File: config.mk
export PLATFORM = sky130hd
export DESIGN_NAME = pipelined_adder_flat
export DESIGN_NICKNAME = d
export VERILOG_FILES = /design/src/rtl/pipelined_adder_pkg.sv /design/src/rtl/pipelined_adder_if.sv /design/src/rtl/pipelined_adder_chunk_adder.sv /design/src/rtl/pipelined_adder.sv /design/src/flat_wrapper.sv
export SDC_FILE = /design/constraint.sdc
export NUM_CORES = 1
export LEC_CHECK = 0
export CAP_MARGIN = 30
export CORE_UTILIZATION = 53
export CTS_BUF_LIST = sky130_fd_sc_hd__clkbuf_8
export CTS_CLUSTER_SIZE = 28
export DETAILED_ROUTE_END_ITERATION = 16
export PLACE_DENSITY = 0.8
export SLEW_MARGIN = 30
export SYNTH_ARGS = -nofsm -noshare
export SYNTH_HDL_FRONTEND = slang
export SYNTH_HIERARCHICAL = 1
export SYNTH_SLANG_ARGS = --single-unit
File: constraint.sdc
create_clock -name clk -period 5.6 [get_ports clk]
set_input_delay 0.56 -clock clk [delete_from_list [all_inputs] [get_ports clk]]
set_output_delay 0.56 -clock clk [all_outputs]
set_load 0.1 [all_outputs]
File: src/rtl/pipelined_adder_pkg.sv
// Shared constants and per-stage control bundle for the pipelined adder.
// Operand-width-dependent payload fields are declared in the top module.
package pipelined_adder_pkg;

  localparam logic ADD_OP_ADD = 1'b0;
  localparam logic ADD_OP_SUB = 1'b1;

  // Width-independent part of a stage payload.
  typedef struct packed {
    logic valid;
    logic carry;
    logic msb_a;
    logic msb_b;
  } add_ctl_t;

  function automatic int add_nstage(
    input int width,
    input int chunk
  );
    if (chunk < 1 || width < chunk) begin
      return 1;
    end
    return width / chunk;
  endfunction

endpackage

File: src/rtl/pipelined_adder_if.sv
// Operand/result handshake bundle for the pipelined adder.
// master drives operands and out_ready; slave is the adder.
interface pipelined_adder_if #(
  parameter int WIDTH = 32
);
  logic             in_valid;
  logic             in_ready;
  logic [WIDTH-1:0] p;
  logic [WIDTH-1:0] q;
  logic             c0;
  logic             sub;
  logic             out_valid;
  logic             out_ready;
  logic [WIDTH:0]   r;
  logic             ovf;

  modport master (
    output in_valid, p, q, c0, sub, out_ready,
    input  in_ready, out_valid, r, ovf
  );

  modport slave (
    input  in_valid, p, q, c0, sub, out_ready,
    output in_ready, out_valid, r, ovf
  );
endinterface

File: src/rtl/pipelined_adder_chunk_adder.sv
// CHUNK-bit combinational ripple adder built from full adders.
// Ports: a, b operands; ci carry-in; s sum; co carry-out.
module full_adder (
  input  logic a,
  input  logic b,
  input  logic ci,
  output logic s,
  output logic co
);
  assign s  = a ^ b ^ ci;
  assign co = (a & b) | (ci & (a ^ b));
endmodule

module chunk_adder #(
  parameter int W = 8
) (
  input  logic [W-1:0] a,
  input  logic [W-1:0] b,
  input  logic         ci,
  output logic [W-1:0] s,
  output logic         co
);
  logic [W:0] c;

  assign c[0] = ci;

  for (genvar i = 0; i < W; i++) begin : g_bit
    full_adder u_fa (
      .a  (a[i]),
      .b  (b[i]),
      .ci (c[i]),
      .s  (s[i]),
      .co (c[i+1])
    );
  end

  assign co = c[W];
endmodule

File: src/rtl/pipelined_adder.sv
// Pipelined add/subtract: one CHUNK-bit ripple chunk per stage.
// Ports: clk, rst (sync, active-high), bus (slave handshake).
module pipelined_adder
  import pipelined_adder_pkg::*;
#(
  parameter int WIDTH = 32,
  parameter int CHUNK = 8
) (
  input  logic               clk,
  input  logic               rst,
  pipelined_adder_if.slave   bus
);

  localparam int NSTAGE = add_nstage(WIDTH, CHUNK);
  localparam int CSAFE  = (CHUNK < 1) ? 1 : CHUNK;

  if (CHUNK < 1 || (WIDTH % CSAFE) != 0) begin : g_bad_cfg
    $error("pipelined_adder: WIDTH must be a multiple of CHUNK >= 1");
  end

  // Full operands ride along; stage k only reads chunk k of a/b.
  typedef struct packed {
    add_ctl_t         ctl;
    logic [WIDTH-1:0] a_hi;
    logic [WIDTH-1:0] b_hi;
    logic [WIDTH-1:0] r_lo;
  } stage_t;

  stage_t in_s;
  stage_t nxt  [NSTAGE];
  stage_t st_q [NSTAGE];
  stage_t last;
  logic   adv;
  logic   is_sub;

  assign is_sub = (bus.sub == ADD_OP_SUB);

  // Sub mode becomes p + ~q + 1 right at the entry.
  always_comb begin
    in_s           = '0;
    in_s.ctl.valid = bus.in_valid;
    in_s.ctl.carry = is_sub ? 1'b1 : bus.c0;
    in_s.a_hi      = bus.p;
    in_s.b_hi      = is_sub ? ~bus.q : bus.q;
    in_s.ctl.msb_a = bus.p[WIDTH-1];
    in_s.ctl.msb_b = in_s.b_hi[WIDTH-1];
  end

  for (genvar k = 0; k < NSTAGE; k++) begin : g_stage
    stage_t           cur;
    stage_t           upd;
    logic [CHUNK-1:0] sum;
    logic             co;

    if (k == 0) begin : g_first
      assign cur = in_s;
    end else begin : g_next
      assign cur = st_q[k-1];
    end

    chunk_adder #(.W(CHUNK)) u_add (
      .a  (cur.a_hi[k*CHUNK +: CHUNK]),
      .b  (cur.b_hi[k*CHUNK +: CHUNK]),
      .ci (cur.ctl.carry),
      .s  (sum),
      .co (co)
    );

    always_comb begin
      upd                         = cur;
      upd.r_lo[k*CHUNK +: CHUNK]  = sum;
      upd.ctl.carry               = co;
    end

    assign nxt[k] = upd;
  end

  // Whole pipe moves in lockstep; bubbles only vanish at the output.
  assign adv          = !bus.out_valid | bus.out_ready;
  assign bus.in_ready = adv;

  always_ff @(posedge clk) begin
    if (rst) begin
      for (int i = 0; i < NSTAGE; i++) begin
        st_q[i] <= '0;
      end
    end else if (adv) begin
      for (int i = 0; i < NSTAGE; i++) begin
        st_q[i] <= nxt[i];
      end
    end
  end

  assign last          = st_q[NSTAGE-1];
  assign bus.out_valid = last.ctl.valid;
  assign bus.r         = {last.ctl.carry, last.r_lo};
  assign bus.ovf       = (last.ctl.msb_a == last.ctl.msb_b)
                       & (last.r_lo[WIDTH-1] != last.ctl.msb_a);

endmodule

File: src/flat_wrapper.sv
// flat-port wrapper written by rule: the top's interface ports become plain ports
module pipelined_adder_flat import pipelined_adder_pkg::*;
#(
  parameter int WIDTH = 32,
  parameter int CHUNK = 8
)
  (clk, rst, bus_in_valid, bus_p, bus_q, bus_c0, bus_sub, bus_out_ready, bus_in_ready, bus_out_valid, bus_r, bus_ovf);
  pipelined_adder_if #(.WIDTH(WIDTH)) bus_i ();
  input  logic clk;
  input  logic rst;
  input wire logic [$bits(bus_i.in_valid)-1:0] bus_in_valid;
  input wire logic [$bits(bus_i.p)-1:0] bus_p;
  input wire logic [$bits(bus_i.q)-1:0] bus_q;
  input wire logic [$bits(bus_i.c0)-1:0] bus_c0;
  input wire logic [$bits(bus_i.sub)-1:0] bus_sub;
  input wire logic [$bits(bus_i.out_ready)-1:0] bus_out_ready;
  output wire logic [$bits(bus_i.in_ready)-1:0] bus_in_ready;
  output wire logic [$bits(bus_i.out_valid)-1:0] bus_out_valid;
  output wire logic [$bits(bus_i.r)-1:0] bus_r;
  output wire logic [$bits(bus_i.ovf)-1:0] bus_ovf;
  assign bus_i.in_valid = bus_in_valid;
  assign bus_i.p = bus_p;
  assign bus_i.q = bus_q;
  assign bus_i.c0 = bus_c0;
  assign bus_i.sub = bus_sub;
  assign bus_i.out_ready = bus_out_ready;
  assign bus_in_ready = bus_i.in_ready;
  assign bus_out_valid = bus_i.out_valid;
  assign bus_r = bus_i.r;
  assign bus_ovf = bus_i.ovf;
  pipelined_adder #(.WIDTH(WIDTH), .CHUNK(CHUNK)) u_core (.clk(clk), .rst(rst), .bus(bus_i));
endmodule
==> flow_metrics.tcl, run 1 <==
set metrics [dict create \
    layout_commonest_cell "edfxtp_1" \
    dp_slack_ns 0.748 \
    die_area_um2 17600 \
    start_util_pct 54.5 \
    synth_area_leaders "edfxtp_1 62%, nor3b_2 14%, fa_1 7.1%" \
    numCtsBuffers 17 \
    path_max_fanout 1 \
    coreArea_um2 16600 \
    switching_power_mw 0.703 \
    final_cell_mix "186 x edfxtp_1, 103 x clkdlybuf4s50_1, 100 x nor3b_2" \
    wl_met2_um 5800 \
    gp_congestion 0.725 \
    layout_setup_ws_ns 1.20 \
    power_density_nw_per_um2 287 \
    worstPathRequired_ns 5.78 \
    clkPwrFrac_pct 29.6 \
    wl_met3_um 532 \
    seqCellArea_um2 5590 \
    synth-seq-cells 186 \
    largest_reg_flops 186 \
    largestRegisters "u_core/st_q (186)" \
    post_cts_buffers 0 \
    grt_antenna_before_repair 0 \
    post_drt_wl_per_cell_um 15.8 \
    syn_area_per_cell_um2 17.4 \
    worstSetupPathType "in2reg" \
    top_layer_used "met4" \
    grt_overflow_total 0 \
    finalClockSkew_ns 0.0103 \
    cts_resized 0 \
    yosys.area.top_type_share_pct 61.6 \
    leakagePower_nw 3.83 \
    yosysWarnings 6 \
    fmax_mhz 227 \
    internal_power_mw 2.25 \
    diodes 0 \
    htreeDepth 4 \
    synthCells 522 \
    yosysUniqueCellTypes 19 \
    maxSlewViolCount 0 \
    first_global_vias 4126 \
    die_h_um 133 \
    synthesis.area_um2 9070 \
    fin_tns_setup_ns 0 \
    worst_pin_slew_ns 1.01 \
    setup_viol 0 \
    cts_tree "done" \
    layout.nets 674 \
    drc 0 \
    numClockSinks 186 \
    swShare_pct 23.8 \
    seqPwrFrac_pct 56.7 \
    rows 47 \
    min_period_over_period_pct 78.5 \
    vdd_drop_max_mv 0.156 \
    min_path_type "reg2reg" \
    worstPathArrival_ns 4.57 \
    track_usage_pct 15.8 \
    ctsRootBufferMaster "clkbuf_8" \
    period_minus_slack_ns 4.40 \
    slew_headroom_pct 32.7 \
    worst_hold_slack_ns 0.566 \
    grt_max_degree 132 \
    drt_iter0_drc 337 \
    fp.dieW_um 133 \
    grt_pass1_wl_um 21200 \
    rsz0062_at_grt "false" \
    via_count 4079 \
    crit_path_end_kind "flip-flop" \
    fillers 1181 \
    detailed_place_hpwl_um 7700 \
    regMostFlops "u_core/st_q" \
    yosys.area.top_type "edfxtp_1" \
    hold_buffers 0 \
    cap_violations 0 \
    power_frac_comb_pct 13.7 \
    drive_gt1_share_pct 27.0 \
    multiInputGateArea_um2 2900 \
    synth_fp_nets 624 \
    io_buffers 105 \
    hold_viol 0 \
    met1_length_um 6100 \
    area_delta_synth_final_pct 13.3 \
    postRouteAntennaNets 0 \
    start_kind "input port" \
    clk_latency_ns 0.46 \
    drt-pass1-iter-count 4 \
    ys_seq_area_share_pct 61.6 \
    wirelength_um 12700 \
    clockBufferDepth 2 \
    clkTransAtPathRegs_ns 0.09 \
    status "complete, no violations" \
    ios 106 \
    vias_per_cell 5.07 \
]
[cells in the mapped netlist (all sizes together)]
library cell / instances
o22ai: 1
nor3b: 162
xor2: 8
inv: 1
fa: 32
nor2b: 1
buf: 73
nand2b: 2
clkbuf: 6
xnor2: 24
or2: 1
nand2: 1
edfxtp: 186
nor3: 24
[path summary, 6_finish.rpt]
| kind | startpoint | cells past startpoint | slack [ns] | to |
|---|---|---|---|---|
| worst max-delay path | bus_c0 | 11 | 1.20 | u_core/st_q[0][7] |
| worst min-delay path | u_core/st_q[2][17] | 1 | 0.57 | u_core/st_q[3][17] |
| worst max register to register | u_core/st_q[0][72] | 9 | 1.46 | u_core/st_q[1][15] |
| worst min register to register | u_core/st_q[2][17] | 1 | 0.57 | u_core/st_q[3][17] |
[power by group through the flow]
stage | clock network [mW] | logic (mW) | registers, mW
after floorplan | 0 | 0.312 | 1.70
after global placement | 0 | 0.397 | 1.70
after detailed placement | 0 | 0.404 | 1.71
after CTS | 0.896 | 0.409 | 1.68
after global routing | 0.947 | 0.437 | 1.69
final | 0.875 | 0.405 | 1.67
[metrics by stage]
step	total power, mW	area, um2	util [%]	cells
6_report	2.95	10300	61.8	805
5_1_grt	3.07	10300	61.8	805
4_1_cts	2.98	10300	61.8	805
3_5_place_dp	2.11	9880	59.4	773
3_3_place_gp	2.10	9880	59.4	773
2_1_floorplan	2.01	9070	-	522
[routing by layer]
metal / track usage [%] / up-vias
met5: 0 / -
met4: 7.98 / 0
met3: 3.95 / 26
met2: 22.4 / 109
met1: 22.7 / 1972
li1: - / 1972
[cells by family after synthesis]
group	share of synthesized area, %
AND/OR/NAND/NOR	21.6
AO/OA/AOI/OAI	0.0690
flip-flops	61.6
buffers and inverters	6.55
XOR/XNOR	3.09
adder cells (fa/ha/maj)	7.06
[critical path, stage by stage]
cell             delay (ns)
clkdlybuf4s50_1        0.39
or2_2                  0.28
fa_1                   0.39
fa_1                   0.40
fa_1                   0.40
fa_1                   0.39
fa_1                   0.38
fa_1                   0.39
fa_1                   0.40
fa_1                   0.43
nor3b_2                0.16
[area by class of cell]
cell class	count	area share (%)
Inverter	1	0.0365
Sequential cell	186	54.3
Multi-Input combinational cell	256	28.2
Clock inverter	15	1.56
Tap cell	220	2.68
Timing Repair Buffer	110	10.9
Clock buffer	17	2.28
(Power assumes the default switching activity.)
==> run 2, diff against run 1 <==
==> constraint.sdc (replaced) <==
create_clock -name clk -period 3.71 [get_ports clk]
set_input_delay 0.371 -clock clk [delete_from_list [all_inputs] [get_ports clk]]
set_output_delay 0.371 -clock clk [all_outputs]
set_load 0.1 [all_outputs]
==> flow_metrics.tcl, run 2 (same netlist as run 1, synthesis figures left out) <==
set metrics [dict create \
    clkTransAtPathRegs_ns 0.08 \
    maxSlewViolCount 0 \
    worstSetupPathType "reg2reg" \
    worstReg2RegEnd "u_core/st_q[1][15]" \
    grt_antenna_before_repair 0 \
    fp.dieW_um 133 \
    first_global_vias 4166 \
    start_kind "flip-flop" \
    vias_per_cell 5.06 \
    rr_worst_depth 9 \
    drt_iter0_drc 275 \
    fin_tns_setup_ns -0.155 \
    power_frac_comb_pct 13.6 \
    diodes 0 \
    finalClockSkew_ns 0.0125 \
    numClockSinks 186 \
    grt_max_degree 78 \
    fin_util_pct 62.9 \
    numCtsBuffers 17 \
    fmax_mhz 263 \
    finalNonFillerCells 812 \
    wirelength_um 13000 \
    min_path_type "in2reg" \
    worst_hold_slack_ns 0.518 \
    start_util_pct 54.5 \
    rsz0062_at_grt "true" \
    post_drt_wl_per_cell_um 16.0 \
    status "complete, but fails checks" \
    path_max_fanout 1 \
    crit_path_end_kind "flip-flop" \
    violations "setup timing" \
    vdd_drop_max_mv 0.234 \
    setup_viol 4 \
    layout_commonest_cell "edfxtp_1" \
    power_density_nw_per_um2 438 \
    detailed_place_hpwl_um 8340 \
    track_usage_pct 15.8 \
    postRouteAntennaNets 0 \
    layout_setup_ws_ns -0.0945 \
    hold_depth 3 \
    drt-pass1-iter-count 4 \
    min_period_over_period_pct 103 \
    worstPathRequired_ns 3.88 \
    coreArea_um2 16600 \
    htreeDepth 4 \
    cap_violations 0 \
    seqPwrFrac_pct 55.2 \
    die_area_um2 17600 \
    cts_tree "done" \
    rows 47 \
    period_minus_slack_ns 3.80 \
    drive_gt1_share_pct 34.0 \
    io_buffers 105 \
    rrSetupSlack_ns -0.09 \
    gp_congestion 0.709 \
    largestRegisters "u_core/st_q (186)" \
    final_cell_mix "186 x edfxtp_1, 101 x nor3b_2, 99 x clkdlybuf4s50_1" \
    worstPathArrival_ns 3.97 \
    clkPwrFrac_pct 31.1 \
    layout.nets 681 \
    internal_power_mw 3.49 \
    die_h_um 133 \
    leakagePower_nw 3.83 \
    drc 0 \
    dpl.cell_count 780 \
    grt_overflow_total 0 \
    place_area_um2 9990 \
    grt_pass1_wl_um 21400 \
    area_delta_synth_final_pct 15.4 \
    swShare_pct 23.9 \
    ctsRootBufferMaster "clkbuf_8" \
    clk_latency_ns 0.45 \
    hold_viol 0 \
    worst_pin_slew_ns 0.989 \
    hold_buffers 0 \
    slew_headroom_pct 33.8 \
    reg2reg_from "u_core/st_q[0][72]" \
    fin_area_um2 10500 \
    whs_endpoint "u_core/st_q[0][0]" \
    ios 106 \
    clockBufferDepth 2 \
    regMostFlops "u_core/st_q" \
    via_count 4111 \
    largest_reg_flops 186 \
    min_from "bus_p[0]" \
    switching_power_mw 1.09 \
]
[run 2: cell count changes in the layout (fill, tap and decap cells not counted), sizes merged]
| cell | before | now |
|---|---|---|
| dlygate4sd2 | 0 | 2 |
| inv | 3 | 5 |
| bufinv | 3 | 4 |
| clkinvlp | 1 | 3 |
| clkinv | 9 | 4 |
| clkdlybuf4s50 | 103 | 99 |
| buf | 6 | 14 |
| dlymetal6s2s | 0 | 1 |
[run 2: final cells by class]
cell class              count  area [um2]
clock inverters            15         199
clock buffers              17         234
well taps                 220         275
repair buffers            117        1160
flip-flops and latches    186        5590
fillers                  1121        6180
inverters                   1        3.75
multi-input cells         256        3000
[run 2: timing repair]
item	in CTS	in global routing
pin swaps	2	2
buffers inserted	0	0
setup endpoints to repair	7	7
gates resized for setup	9	5
[run 2: worst max path at each step]
| stage | startpoint | to | slack [ns] | cells after the start |
|---|---|---|---|---|
| after floorplan | bus_sub | u_core/st_q[0][7] | -0.32 | 12 |
| after global routing | u_core/st_q[1][80] | u_core/st_q[2][23] | -0.16 | 9 |
| final | u_core/st_q[0][72] | u_core/st_q[1][15] | -0.09 | 9 |
| after CTS | u_core/st_q[0][72] | u_core/st_q[1][15] | -0.11 | 9 |
| after detailed placement | bus_c0 | u_core/st_q[0][7] | -0.59 | 11 |
| after global placement | bus_c0 | u_core/st_q[0][7] | -0.50 | 11 |
[run 2: power groups by stage]
| stage | Clock, mW | Combinational [mW] | Sequential, mW |
|---|---|---|---|
| after floorplan | 0 | 0.478 | 2.56 |
| after global placement | 0 | 0.610 | 2.57 |
| after detailed placement | 0 | 0.623 | 2.58 |
| after CTS | 1.46 | 0.629 | 2.53 |
| after global routing | 1.54 | 0.671 | 2.55 |
| final | 1.43 | 0.626 | 2.53 |
[run 2: routing by layer]
metal | global-route usage [%] | share of wire (%) | routed length, um | vias to the layer above
li1 | - | - | - | 1989
met3 | 4.18 | 4.7 | 608 | 17
met5 | 0 | 0 | 0 | -
met1 | 23.1 | 47 | 6090 | 2000
met2 | 22.4 | 47 | 6060 | 105
met4 | 6.39 | 1.6 | 209 | 0
[run 2: metrics by stage]
step | setup WS, ns | power (mW)
6_report | -0.0945 | 4.58
4_1_cts | -0.109 | 4.63
2_1_floorplan | -0.323 | 3.04
5_1_grt | -0.155 | 4.76
3_5_place_dp | -0.586 | 3.20
3_3_place_gp | -0.496 | 3.18
[run 2: worst max-delay path, cell delays in order (launching register included)]
cell      delay (ns)
edfxtp_1        0.41
fa_2            0.40
fa_2            0.38
fa_2            0.36
fa_2            0.36
fa_2            0.35
fa_2            0.34
fa_2            0.35
fa_2            0.42
nor3b_2         0.16
